## config.mk

```make
export PLATFORM = sky130hd
export DESIGN_NAME = ofdm_rx_frame_ctrl
export DESIGN_NICKNAME = d
export VERILOG_FILES = /design/src/rtl/ofdm_rx_frame_ctrl.sv
export SDC_FILE = /design/constraint.sdc
export NUM_CORES = 1
export LEC_CHECK = 0
export CAP_MARGIN = 20
export CORE_AREA = 2 2 79 81
export DETAILED_ROUTE_END_ITERATION = 10
export DIE_AREA = 0 0 81 83
export PLACE_DENSITY_LB_ADDON = 0.25
export SLEW_MARGIN = 20
export SYNTH_ARGS = -nofsm -noshare
export SYNTH_HDL_FRONTEND = slang
export SYNTH_SLANG_ARGS = --single-unit
```

## constraint.sdc

```tcl
create_clock -name i_clk -period 2.7 [get_ports i_clk]
set_input_delay 0.27 -clock i_clk [delete_from_list [all_inputs] [get_ports i_clk]]
set_output_delay 0.27 -clock i_clk [all_outputs]
set_load 0.005 [all_outputs]
```

## src/rtl/ofdm_rx_frame_ctrl.sv

```systemverilog
// ofdm_rx_frame_ctrl
// Receive-side frame sequencer. It follows the preamble A -> preamble B sequence.
// It then opens the sample gate into CP removal for the programmed number of
// payload symbols. It also reports frame sync, frame done, a missed preamble B
// (timeout), and FFT back-pressure overrun.
module ofdm_rx_frame_ctrl #(
  parameter int SYMBOLS_SIZE = 256,
  parameter int CP_LENGHT    = 8,
  parameter int NSYM_W       = 8,
  parameter int TIMEOUT      = 1024
) (
  input  logic              i_clk,
  input  logic              i_reset_n,
  input  logic              i_en,
  input  logic              i_valid,
  input  logic              i_find_preamble_a,
  input  logic              i_find_preamble_b,
  input  logic [NSYM_W-1:0] i_num_symbols,
  input  logic              i_fft_wayt_data,
  output logic              o_sample_valid,
  output logic              o_frame_sync,
  output logic              o_busy,
  output logic [1:0]        o_state,
  output logic [NSYM_W-1:0] o_symbol_cnt,
  output logic              o_frame_done,
  output logic              o_timeout,
  output logic              o_overrun
);

  localparam int SYM_LEN = SYMBOLS_SIZE + CP_LENGHT;
  localparam int SAMP_W  = (SYM_LEN > 1) ? $clog2(SYM_LEN) : 1;
  localparam int TO_W    = (TIMEOUT > 1) ? $clog2(TIMEOUT) : 1;

  localparam logic [SAMP_W-1:0] SAMP_LAST = SAMP_W'(SYM_LEN - 1);
  localparam logic [TO_W-1:0]   TO_LAST   = TO_W'(TIMEOUT - 1);

  typedef enum logic [1:0] {
    ST_IDLE    = 2'd0,
    ST_WAIT_B  = 2'd1,
    ST_PAYLOAD = 2'd2
  } state_e;

  state_e              state_q, state_d;
  logic [SAMP_W-1:0]   samp_cnt_q, samp_cnt_d;
  logic [TO_W-1:0]     to_cnt_q, to_cnt_d;
  logic [NSYM_W-1:0]   sym_cnt_q, sym_cnt_d;
  logic [NSYM_W-1:0]   nsym_lat_q, nsym_lat_d;
  logic                frame_sync_q, frame_sync_d;
  logic                frame_done_q, frame_done_d;
  logic                timeout_q, timeout_d;
  logic                overrun_q, overrun_d;

  logic qual;
  logic accept;

  assign qual   = i_en & i_valid;
  assign accept = (state_q == ST_PAYLOAD) & qual & i_fft_wayt_data;

  // Next-state and counter logic; pulses default low so they last one cycle.
  // While the block is disabled, every register holds its value.
  always_comb begin
    state_d      = state_q;
    samp_cnt_d   = samp_cnt_q;
    to_cnt_d     = to_cnt_q;
    sym_cnt_d    = sym_cnt_q;
    nsym_lat_d   = nsym_lat_q;
    frame_sync_d = 1'b0;
    frame_done_d = 1'b0;
    timeout_d    = 1'b0;
    overrun_d    = 1'b0;

    if (i_en) begin
      case (state_q)
        ST_IDLE: begin
          if (i_find_preamble_a) begin
            state_d  = ST_WAIT_B;
            to_cnt_d = '0;
          end
        end

        ST_WAIT_B: begin
          if (i_find_preamble_a) begin
            to_cnt_d = '0;
          end else if (i_find_preamble_b) begin
            state_d      = ST_PAYLOAD;
            samp_cnt_d   = '0;
            sym_cnt_d    = '0;
            nsym_lat_d   = (i_num_symbols == '0) ? NSYM_W'(1) : i_num_symbols;
            frame_sync_d = 1'b1;
          end else if (qual) begin
            if (to_cnt_q == TO_LAST) begin
              timeout_d = 1'b1;
              state_d   = ST_IDLE;
            end else begin
              to_cnt_d = to_cnt_q + TO_W'(1);
            end
          end
        end

        ST_PAYLOAD: begin
          if (i_find_preamble_a) begin
            state_d  = ST_WAIT_B;
            to_cnt_d = '0;
          end else if (qual && !i_fft_wayt_data) begin
            overrun_d = 1'b1;
            state_d   = ST_IDLE;
          end else if (accept) begin
            if (samp_cnt_q == SAMP_LAST) begin
              samp_cnt_d = '0;
              if (sym_cnt_q == (nsym_lat_q - NSYM_W'(1))) begin
                frame_done_d = 1'b1;
                state_d      = ST_IDLE;
              end else begin
                sym_cnt_d = sym_cnt_q + NSYM_W'(1);
              end
            end else begin
              samp_cnt_d = samp_cnt_q + SAMP_W'(1);
            end
          end
        end

        default: begin
          state_d = ST_IDLE;
        end
      endcase
    end
  end

  // State, counters and registered pulses; reset clears everything at once.
  always_ff @(posedge i_clk or negedge i_reset_n) begin
    if (!i_reset_n) begin
      state_q      <= ST_IDLE;
      samp_cnt_q   <= '0;
      to_cnt_q     <= '0;
      sym_cnt_q    <= '0;
      nsym_lat_q   <= '0;
      frame_sync_q <= 1'b0;
      frame_done_q <= 1'b0;
      timeout_q    <= 1'b0;
      overrun_q    <= 1'b0;
    end else begin
      state_q      <= state_d;
      samp_cnt_q   <= samp_cnt_d;
      to_cnt_q     <= to_cnt_d;
      sym_cnt_q    <= sym_cnt_d;
      nsym_lat_q   <= nsym_lat_d;
      frame_sync_q <= frame_sync_d;
      frame_done_q <= frame_done_d;
      timeout_q    <= timeout_d;
      overrun_q    <= overrun_d;
    end
  end

  assign o_sample_valid = accept;
  assign o_frame_sync   = frame_sync_q;
  assign o_busy         = (state_q != ST_IDLE);
  assign o_state        = state_q;
  assign o_symbol_cnt   = sym_cnt_q;
  assign o_frame_done   = frame_done_q;
  assign o_timeout      = timeout_q;
  assign o_overrun      = overrun_q;

endmodule

```

==> results of run 1 <==
cell usage in the layout, fill, tap and decap left out, drive strengths merged, types with 3 or more instances in the layout:
cell type      netlist  layout
nand4                8       8
nor2                12      12
mux2                 7       7
o21ai               22      22
clkbuf               8       5
nand2b              15      15
xnor2                8       8
buf                  2       9
inv                  9       9
clkdlybuf4s50        0      29
nor2b                3       3
nor3                 8       8
a41oi                4       4
ha                   4       4
a21oi               14      14
and3                 8       8
nand3               12      12
dfrtp               41      41
o31ai                6       6
nand2               30      30
nor4                 6       6
xor2                 4       4
mux2i                8       8
flip-flops by register name (all words and copies together) (netlist names):
register      cells
nsym_lat_q        8
o_frame_done      1
o_frame_sync      1
o_overrun         1
o_state           2
o_symbol_cnt      8
o_timeout         1
samp_cnt_q        9
to_cnt_q         10
critical path, stage by stage, from the launching register on:
cell and delay, ns:
dfrtp_1 0.46, inv_1 0.09, ha_1 0.31, xnor2_1 0.13, or4_4 0.53, nor4b_4 0.32, buf_4 0.21, a21oi_1 0.09
mux2i_1 0.14
stage by stage:
step	total power, mW	worst slack [ns]
after floorplan	1.34	0.384
after global placement	1.56	0.368
after detailed placement	1.58	0.310
after CTS	1.99	0.304
after global routing	2.12	0.175
final	1.97	0.315
where the power goes:
group          total [mW]  switching (mW)  leakage [nW]  internal, mW
sequential          0.883           0.160         0.547         0.723
combinational       0.676           0.347         0.662         0.330
clock               0.407           0.228        0.0439         0.179
worst paths after layout:
check | endpoint | slack [ns] | depth (start not counted)
max in group asynchronous | to_cnt_q[1]$_DFFE_PN0P_ | 2.02 | 1
min reg2reg | samp_cnt_q[1]$_DFFE_PN0P_ | 0.52 | 2
min | o_timeout$_DFF_PN0_ | 0.1 | 1
min in group i_clk | samp_cnt_q[1]$_DFFE_PN0P_ | 0.52 | 2
max | o_symbol_cnt[7]$_DFFE_PN0P_ | 0.32 | 8
max reg2reg | o_symbol_cnt[7]$_DFFE_PN0P_ | 0.32 | 8
cells by family after synthesis:
logic type	Yosys count
fa+ha+maj	4
xor+xnor	12
mux	15
buf+inv	19
compound gates	60
simple gates	118
flops	41
routing by layer:
metal,track usage (%),part of all wire (%),vias to the layer above
met3,4.02,3.5,8
li1,-,-,1056
met2,27.1,47,39
met5,0,0,-
met1,25.1,48,1038
met4,4.93,1.3,0
area by class of cell:
class / instances / area (µm²)
sequential: 41 / 1030
clock buffer: 5 / 68.8
timing repair buffer: 38 / 355
clock inverter: 3 / 17.5
fill: 560 / 2870
inverter: 9 / 33.8
multi-input combinational: 209 / 1350
tap: 75 / 93.8
==> results.sh, run 1 <==
export IMPL_outcome="completed"
export IMPL_synth_largest_area_cell="dfrtp_1"
export IMPL_drtIter0Drc=99
export IMPL_yosys_area_share_simple_pct=26.9
export IMPL_min_period_ns=2.38
export IMPL_cts_tree="built"
export IMPL_final_nets=323
export IMPL_fin_crit_sh_pct=88.3
export IMPL_r2r_start="nsym_lat_q[0]$_DFFE_PN0P_"
export IMPL_seq_area_frac_synth_pct=41.8
export IMPL_dieArea_um2=6720
export IMPL_clkTransAtPathRegs_ns=0.09
export IMPL_yosysUniqueCellTypes=49
export IMPL_worstPathRequired_ns=2.88
export IMPL_antenna_found_initial=0
export IMPL_crit_path_start="nsym_lat_q[0]$_DFFE_PN0P_"
export IMPL_synthMuxAreaShare_pct=6.48
export IMPL_power_density_nw_per_um2=667
export IMPL_wl_um=5450
export IMPL_final_area_um2=2950
export IMPL_slew_headroom_pct=38.9
export IMPL_ios=31
export IMPL_drtAntennaViolNets=0
export IMPL_setup_viol=0
export IMPL_via_per_inst=5.63
export IMPL_finalSetupTns_ns=0
export IMPL_synth_compound_area_share_pct=15.5
export IMPL_yosys_register_bits=41
export IMPL_synth_xor_area_share_pct=4.29
export IMPL_first_global_vias=2085
export IMPL_syn2layout_area_growth_pct=20.2
export IMPL_synth_ff_type="dfrtp_1"
export IMPL_rsz0062_at_grt="false"
export IMPL_hold_violations=0
export IMPL_die_h_um=83
export IMPL_synth_top_family_by_area="simple AND/OR/NAND/NOR gates"
export IMPL_clockRootBuffer="clkbuf_8"
export IMPL_synth_common_cells="dfrtp_1 (41), nand2_1 (30), nand2b_1 (15)"
export IMPL_crit_arrival_ns=2.56
export IMPL_post_cts_buffers=0
export IMPL_start_kind="flip-flop"
export IMPL_maxCapViolations=0
export IMPL_final_cells=380
export IMPL_worstSetupEndpointType="flip-flop"
export IMPL_cts_sinks=41
export IMPL_core_area_um2=5820
export IMPL_synth_area_um2=2450
export IMPL_grt_use_total_pct=17.7
export IMPL_postLayoutCoreUtil_pct=50.7
export IMPL_synth_edf_count=0
export IMPL_dpl_cell_area_um2=2860
export IMPL_wl_per_cell_um=14.3
export IMPL_clkLatencyLatePin_ns=0.30
export IMPL_yosysTopAreaCellShare_pct=41.8
export IMPL_dr_pass1_iters=7
export IMPL_synth_area_per_cell_um2=9.12
export IMPL_drc=0
export IMPL_grt_ovfl_total=0
export IMPL_place_inst=372
export IMPL_grt_max_degree=42
export IMPL_cts_buffers=5
export IMPL_slew_violations=0
export IMPL_synthTopCellsByArea="dfrtp_1 (42%), nand2_1 (4.6%), nand2b_1 (3.8%)"
export IMPL_diodes=0
export IMPL_port_buffers=30
export IMPL_crit_fanout=6
export IMPL_setup_worst_path_class="reg2reg"
export IMPL_leakagePower_nw=1.25
export IMPL_rows=28
export IMPL_max_freq_ghz=0.419
export IMPL_synthAdderAreaFrac_pct=2.04
export IMPL_hold_buffers=0
export IMPL_yosysMostFrequentCell="dfrtp_1"
export IMPL_min_path_type="in2async"
export IMPL_worst_pin_slew_ns=0.917
export IMPL_vdd_ir_drop_max_mv=0.302
export IMPL_cts_resized_gates=0
export IMPL_grt_pass1_wl_um=9720
export IMPL_synth_nets=288
export IMPL_place_gp_congestion=0.883
export IMPL_via_count=2141
export IMPL_async_reset_ff_share_pct=100
export IMPL_synth_cells=269
export IMPL_htree_num_levels=2
export IMPL_initial_utilization_pct=42.2
export IMPL_drive_gt1_share_pct=7.87
export IMPL_post_dp_hpwl_um=3940
export IMPL_cts_buffer_depth=2
export IMPL_yosysWarnings=0
export IMPL_finClkSkew_ns=0.0102
export IMPL_hold_slack_ns=0.0977
export IMPL_die_x_um=81
Power figures use the tool's default switching activity.
==> run 2: changes to the inputs <==
- CORE_AREA: 2 2 79 81 -> 2 2 71 90
- CTS_BUF_LIST: unset -> sky130_fd_sc_hd__clkbuf_16
- DIE_AREA: 0 0 81 83 -> 0 0 73 92
- clock period: 2.7 -> 2.2 ns (I/O delays scaled with it)
==> run 2 against run 1 <==
Against the previous run:
- the run now ends with hold timing left
- count of clock-buffer cells in the layout stayed put
- power is 48% higher
- fmax is 12% higher
- setup slack worse by 0.25 ns
- critical endpoint is now o_state[1]$_DFFE_PN0P_
- die area is 0.10% lower
- cell area is 12% higher
- global-route usage is 1.6 points higher
- cell count is 6.3% higher
- largest power group is now combinational cells
- critical path type unchanged
==> results.sh, run 2 (synthesis results as in run 1) <==
export IMPL_grt_ovfl_total=0
export IMPL_finalSetupTns_ns=0
export IMPL_outcome="complete, but fails checks"
export IMPL_min_period_ns=2.13
export IMPL_hold_slack_ns=-0.000424
export IMPL_rows=32
export IMPL_drtAntennaViolNets=0
export IMPL_final_cells=404
export IMPL_worst_pin_slew_ns=0.540
export IMPL_postLayoutCoreUtil_pct=55.2
export IMPL_first_global_vias=2228
export IMPL_setup_worst_path_class="reg2reg"
export IMPL_r2r_slack_ns=0.07
export IMPL_htree_num_levels=2
export IMPL_drive_gt1_share_pct=19.3
export IMPL_power_density_nw_per_um2=881
export IMPL_final_nets=354
export IMPL_max_freq_ghz=0.469
export IMPL_power_total_mw=2.90
export IMPL_setup_viol=0
export IMPL_grt_max_degree=42
export IMPL_dieArea_um2=6720
export IMPL_drtIter0Drc=93
export IMPL_rr_worst_depth=8
export IMPL_diodes=0
export IMPL_slew_violations=0
export IMPL_hold_buffers=0
export IMPL_initial_utilization_pct=41.1
export IMPL_place_gp_congestion=0.833
export IMPL_fin_crit_sh_pct=97.0
export IMPL_drc=0
export IMPL_cts_tree="built"
export IMPL_antenna_found_initial=0
export IMPL_wl_um=6050
export IMPL_syn2layout_area_growth_pct=34.4
export IMPL_global_route_usage_met3_pct=3.08
export IMPL_grt_use_total_pct=19.4
export IMPL_r2r_start="nsym_lat_q[0]$_DFFE_PN0P_"
export IMPL_core_area_um2=5970
export IMPL_cts_sinks=41
export IMPL_start_kind="flip-flop"
export IMPL_largest_reg_flops=10
export IMPL_top_regs="to_cnt_q x10, samp_cnt_q x9"
export IMPL_die_x_um=73
export IMPL_crit_fanout=5
export IMPL_layout_common_cells="dfrtp_1 (41), buf_4 (38), nand2_1 (29), clkdlybuf4s50_1 (29), nand2b_1 (15)"
export IMPL_crit_arrival_ns=2.30
export IMPL_cts_buffer_depth=2
export IMPL_critPathCapture="o_state[1]$_DFFE_PN0P_"
export IMPL_clkLatencyLatePin_ns=0.28
export IMPL_finClkSkew_ns=0.00413
export IMPL_violations="hold timing"
export IMPL_leakagePower_nw=1.43
export IMPL_via_per_inst=5.62
export IMPL_wl_per_cell_um=15.0
export IMPL_crit_path_start="nsym_lat_q[0]$_DFFE_PN0P_"
export IMPL_met1_usage_pct=23.3
export IMPL_min_path_type="in2async"
export IMPL_grt_busiest_layer="met2"
export IMPL_ios=31
export IMPL_worstSetupEndpointType="flip-flop"
export IMPL_slew_headroom_pct=64.0
export IMPL_grt_pass1_wl_um=10300
export IMPL_clockRootBuffer="clkbuf_16"
export IMPL_place_inst=394
export IMPL_rsz0062_at_grt="true"
export IMPL_hold_violations=1
export IMPL_r2r_end="o_state[1]$_DFFE_PN0P_"
export IMPL_cts_buffers=5
export IMPL_post_dp_hpwl_um=4460
export IMPL_final_common_cell="dfrtp_1"
export IMPL_worstPathRequired_ns=2.36
export IMPL_vdd_ir_drop_max_mv=0.476
export IMPL_maxCapViolations=0
export IMPL_top_register="to_cnt_q"
export IMPL_die_h_um=92
export IMPL_dr_pass1_iters=4
export IMPL_use_met2_pct=33.7
export IMPL_via_count=2270
export IMPL_clkTransAtPathRegs_ns=0.06
export IMPL_port_buffers=30
## run 2: cell types whose count changed in the layout (fill, tap and decap cells not counted), sizes merged
cell / change
buf: +31
## run 2: metal layers
layer / wire length (µm) / up-vias
li1: - / 1115
met5: 0 / -
met3: 169 / 13
met1: 2600 / 1102
met2: 3120 / 40
met4: 163 / 0
## run 2: cell type report
type / instances / area (µm²)
inverter: 9 / 33.8
tap: 68 / 85.1
clock inverter: 3 / 17.5
timing repair buffer: 69 / 592
sequential: 41 / 1030
fill: 551 / 2670
multi-input combinational: 209 / 1420
clock buffer: 5 / 125
## run 2: through the flow
step,instance area (µm²),hold slack (ns),setup WS [ns]
after global placement,3080,0.329,-0.0443
after CTS,3230,0.0282,0.0240
after floorplan,2460,-0.0756,0.00349
after detailed placement,3080,0.330,-0.0864
final,3300,-0.000424,0.0659
after global routing,3300,0.0653,-0.0409
## run 2: worst max-delay path, stage by stage, from the launching register on
cell and delay [ns]:
dfrtp_1 0.43, inv_2 0.09, ha_4 0.19, xnor2_1 0.12
or4_4 0.43, nor4b_4 0.21, buf_4 0.19, a31oi_4 0.09
a221o_1 0.26
## run 2: worst min-delay path by stage
stage | start | endpoint | slack (ns) | depth (start not counted)
after floorplan | i_reset_n | nsym_lat_q[0]$_DFFE_PN0P_ | -0.08 | 0
after global placement | i_reset_n | samp_cnt_q[0]$_DFFE_PN0P_ | 0.33 | 2
after detailed placement | i_reset_n | samp_cnt_q[0]$_DFFE_PN0P_ | 0.33 | 2
after CTS | i_reset_n | samp_cnt_q[2]$_DFFE_PN0P_ | 0.03 | 2
after global routing | i_reset_n | samp_cnt_q[3]$_DFFE_PN0P_ | 0.07 | 2
final | i_reset_n | samp_cnt_q[3]$_DFFE_PN0P_ | -0.0004 | 2
## run 2: repair_timing
action	CTS	global route
pin swaps	1	1
setup endpoints to repair	6	12
gates resized for setup	0	12
buffers inserted	1	1
## run 2: where the power goes
part	switching [mW]	internal, mW
sequential	0.160	0.890
combinational	0.558	0.585
clock	0.294	0.416
total	1.01	1.89
==> run 3: changes to the inputs <==
- ABC_AREA: unset -> 1
- CORE_AREA: 2 2 71 90 -> 5 5 75 94
- DIE_AREA: 0 0 73 92 -> 0 0 80 99
==> run 3 against run 2 <==
Against the previous run:
- the run now ends clean
- wire length shrank 4.1%
- clock skew grew 0.0025 ns
- setup slack gained 0.12 ns
- power grew 17%
- register-to-register slack gained 0.18 ns
- via count grew 3.3%
- critical endpoint is now o_sample_valid
- largest power group unchanged
- highest routed layer unchanged
==> results.sh, run 3 <==
export IMPL_post_cts_buffers=0
export IMPL_wl_um=5800
export IMPL_dpl_cell_area_um2=2980
export IMPL_die_h_um=99
export IMPL_yosysUniqueCellTypes=31
export IMPL_grt_ovfl_total=0
export IMPL_drc=0
export IMPL_power_total_mw=3.38
export IMPL_dieArea_um2=7920
export IMPL_r2r_slack_ns=0.25
export IMPL_ios=31
export IMPL_wl_per_cell_um=12.2
export IMPL_synth_ff_type="dfrtp_1"
export IMPL_final_nets=409
export IMPL_grt_pass1_wl_um=10000
export IMPL_rows=32
export IMPL_via_per_inst=4.93
export IMPL_start_kind="flip-flop"
export IMPL_async_reset_ff_share_pct=100
export IMPL_cts_buffers=5
export IMPL_outcome="completed"
export IMPL_cts_buffer_depth=2
export IMPL_crit_arrival_ns=1.79
export IMPL_setup_viol=0
export IMPL_worstPathRequired_ns=1.98
export IMPL_hold_violations=0
export IMPL_slew_violations=0
export IMPL_first_global_vias=2254
export IMPL_core_area_um2=6090
export IMPL_port_buffers=30
export IMPL_synth_edf_count=0
export IMPL_p_seq_share_pct=30.8
export IMPL_antenna_found_initial=0
export IMPL_post_dp_hpwl_um=4430
export IMPL_fin_crit_sh_pct=91.6
export IMPL_setup_worst_path_class="reg2out"
export IMPL_r2r_end="o_symbol_cnt[3]$_DFFE_PN0P_"
export IMPL_diodes=0
export IMPL_final_area_um2=3180
export IMPL_clkTransAtPathRegs_ns=0.06
export IMPL_rsz0062_at_grt="false"
export IMPL_power_share_clock_pct=27.9
export IMPL_htree_num_levels=2
export IMPL_grt_max_degree=27
export IMPL_postLayoutCoreUtil_pct=52.3
export IMPL_p_sw_share_pct=38.5
export IMPL_cts_sinks=41
export IMPL_grt_use_total_pct=15.8
export IMPL_die_x_um=80
export IMPL_place_gp_congestion=0.880
export IMPL_internal_power_mw=2.08
export IMPL_worstSetupEndpointType="output pin"
export IMPL_synth_cells=347
export IMPL_dr_pass1_iters=4
export IMPL_top_register="to_cnt_q"
export IMPL_drtAntennaViolNets=0
export IMPL_yosysMostFrequentCell="nand2_1"
export IMPL_seq_area_frac_synth_pct=40.5
export IMPL_power_density_nw_per_um2=1060
export IMPL_place_inst=467
export IMPL_final_cells=476
export IMPL_worst_pin_slew_ns=0.387
export IMPL_cts_tree="built"
export IMPL_r2r_start="nsym_lat_q[1]$_DFFE_PN0P_"
export IMPL_vdd_ir_drop_max_mv=0.497
export IMPL_leakagePower_nw=1.44
export IMPL_top_regs="to_cnt_q x10, samp_cnt_q x9"
export IMPL_drtIter0Drc=100
export IMPL_largest_reg_flops=10
export IMPL_drive_gt1_share_pct=10.2
export IMPL_slew_headroom_pct=74.2
export IMPL_min_path_type="in2async"
export IMPL_yosysTopAreaCellShare_pct=40.5
export IMPL_crit_fanout=8
export IMPL_layout_common_cells="nand2_1 (91), nor2_1 (44), dfrtp_1 (41), inv_1 (39), clkdlybuf4s50_1 (29)"
export IMPL_rr_worst_depth=15
export IMPL_synth_area_um2=2530
export IMPL_synth_common_cells="nand2_1 (91), nor2_1 (46), dfrtp_1 (41)"
export IMPL_maxCapViolations=0
export IMPL_via_count=2345
export IMPL_clockRootBuffer="clkbuf_16"
export IMPL_initial_utilization_pct=41.6
export IMPL_min_period_ns=2.01
export IMPL_syn2layout_area_growth_pct=25.7
export IMPL_finClkSkew_ns=0.00667
export IMPL_synth_largest_area_cell="dfrtp_1"
export IMPL_synth_nets=366
export IMPL_finalSetupTns_ns=0
export IMPL_yosys_register_bits=41
export IMPL_p_switching_mw=1.30
export IMPL_yosysWarnings=0
export IMPL_final_common_cell="nand2_1"
export IMPL_synthTopCellsByArea="dfrtp_1 (41%), nand2_1 (13%), nor2_1 (6.8%)"
export IMPL_clkLatencyLatePin_ns=0.29
export IMPL_max_freq_ghz=0.496
export IMPL_pwr_share_comb_pct=41.3
export IMPL_synth_area_per_cell_um2=7.30
[run 3: cell types whose count changed in the layout (fill, tap and decap cells not counted), sizes merged, moves of 9 or more]
cell    before  now
buf         40   12
o21ai       22   31
nand3       12   23
nand2b      15    0
inv          9   44
nor2        12   53
nand2       30   94
[run 3: final cells by class]
| type | instances | area (µm²) |
|---|---|---|
| repair buffers | 42 | 388 |
| multi-input cells | 256 | 1310 |
| clock buffers | 5 | 125 |
| clock inverters | 3 | 65.1 |
| inverters | 44 | 168 |
| well taps | 85 | 106 |
| fillers | 635 | 2900 |
| flip-flops and latches | 41 | 1030 |
[run 3: cells by family (layout without fill, tap and decap cells)]
logic type	count (synthesis)	in the layout	share of synthesized area, %
AO/OA/AOI/OAI	49	49	10.1
XOR/XNOR	11	11	3.80
adder cells (fa/ha/maj)	4	4	1.98
buffers and inverters	50	94	8.10
flip-flops	41	41	40.5
AND/OR/NAND/NOR	192	192	35.5
[run 3: worst max-delay path by stage]
stage | start | end | slack [ns] | cells after the start
after floorplan | nsym_lat_q[0]$_DFFE_PN0P_ | o_symbol_cnt[7]$_DFFE_PN0P_ | 0.39 | 14
after global placement | nsym_lat_q[1]$_DFFE_PN0P_ | o_state[1]$_DFFE_PN0P_ | 0.18 | 15
after detailed placement | i_en | o_symbol_cnt[7]$_DFFE_PN0P_ | 0.15 | 13
after CTS | o_state[0]$_DFFE_PN0P_ | o_sample_valid | 0.15 | 4
after global routing | nsym_lat_q[1]$_DFFE_PN0P_ | o_symbol_cnt[2]$_DFFE_PN0P_ | 0.009 | 15
final | o_state[0]$_DFFE_PN0P_ | o_sample_valid | 0.19 | 4
[run 3: metal layers]
layer	vias up	GRT usage, %	routed length, µm
li1	1200	-	-
met1	1093	18.8	2480
met2	46	27.9	2970
met3	6	3.11	277
met4	0	5.59	71
met5	-	0	0
[run 3: stage by stage]
step	setup slack [ns]	hold WS, ns
floorplan	0.394	-0.0756
global placement	0.180	0.158
detailed placement	0.145	0.163
global route	0.00943	0.420
finish	0.186	0.391
CTS	0.155	0.398
[run 3: worst max-delay path, stage by stage, from the launching register on]
cell             delay [ns]
dfrtp_1                0.47
nor2_8                 0.25
inv_2                  0.12
nor2_1                 0.14
clkdlybuf4s50_1        0.52
[run 3: power by group through the flow]
| stage | clock network, mW | logic (mW) | registers [mW] |
|---|---|---|---|
| floorplan | 0 | 1.01 | 1.04 |
| global placement | 0 | 1.37 | 1.05 |
| detailed placement | 0 | 1.40 | 1.05 |
| CTS | 0.964 | 1.41 | 1.04 |
| global route | 0.996 | 1.60 | 1.06 |
| finish | 0.944 | 1.40 | 1.04 |
[run 3: repair_timing]
action,CTS,global route
gates resized for setup,0,3
endpoints found under the setup margin,0,15
hold endpoints to repair,15,0
hold buffers,1,0
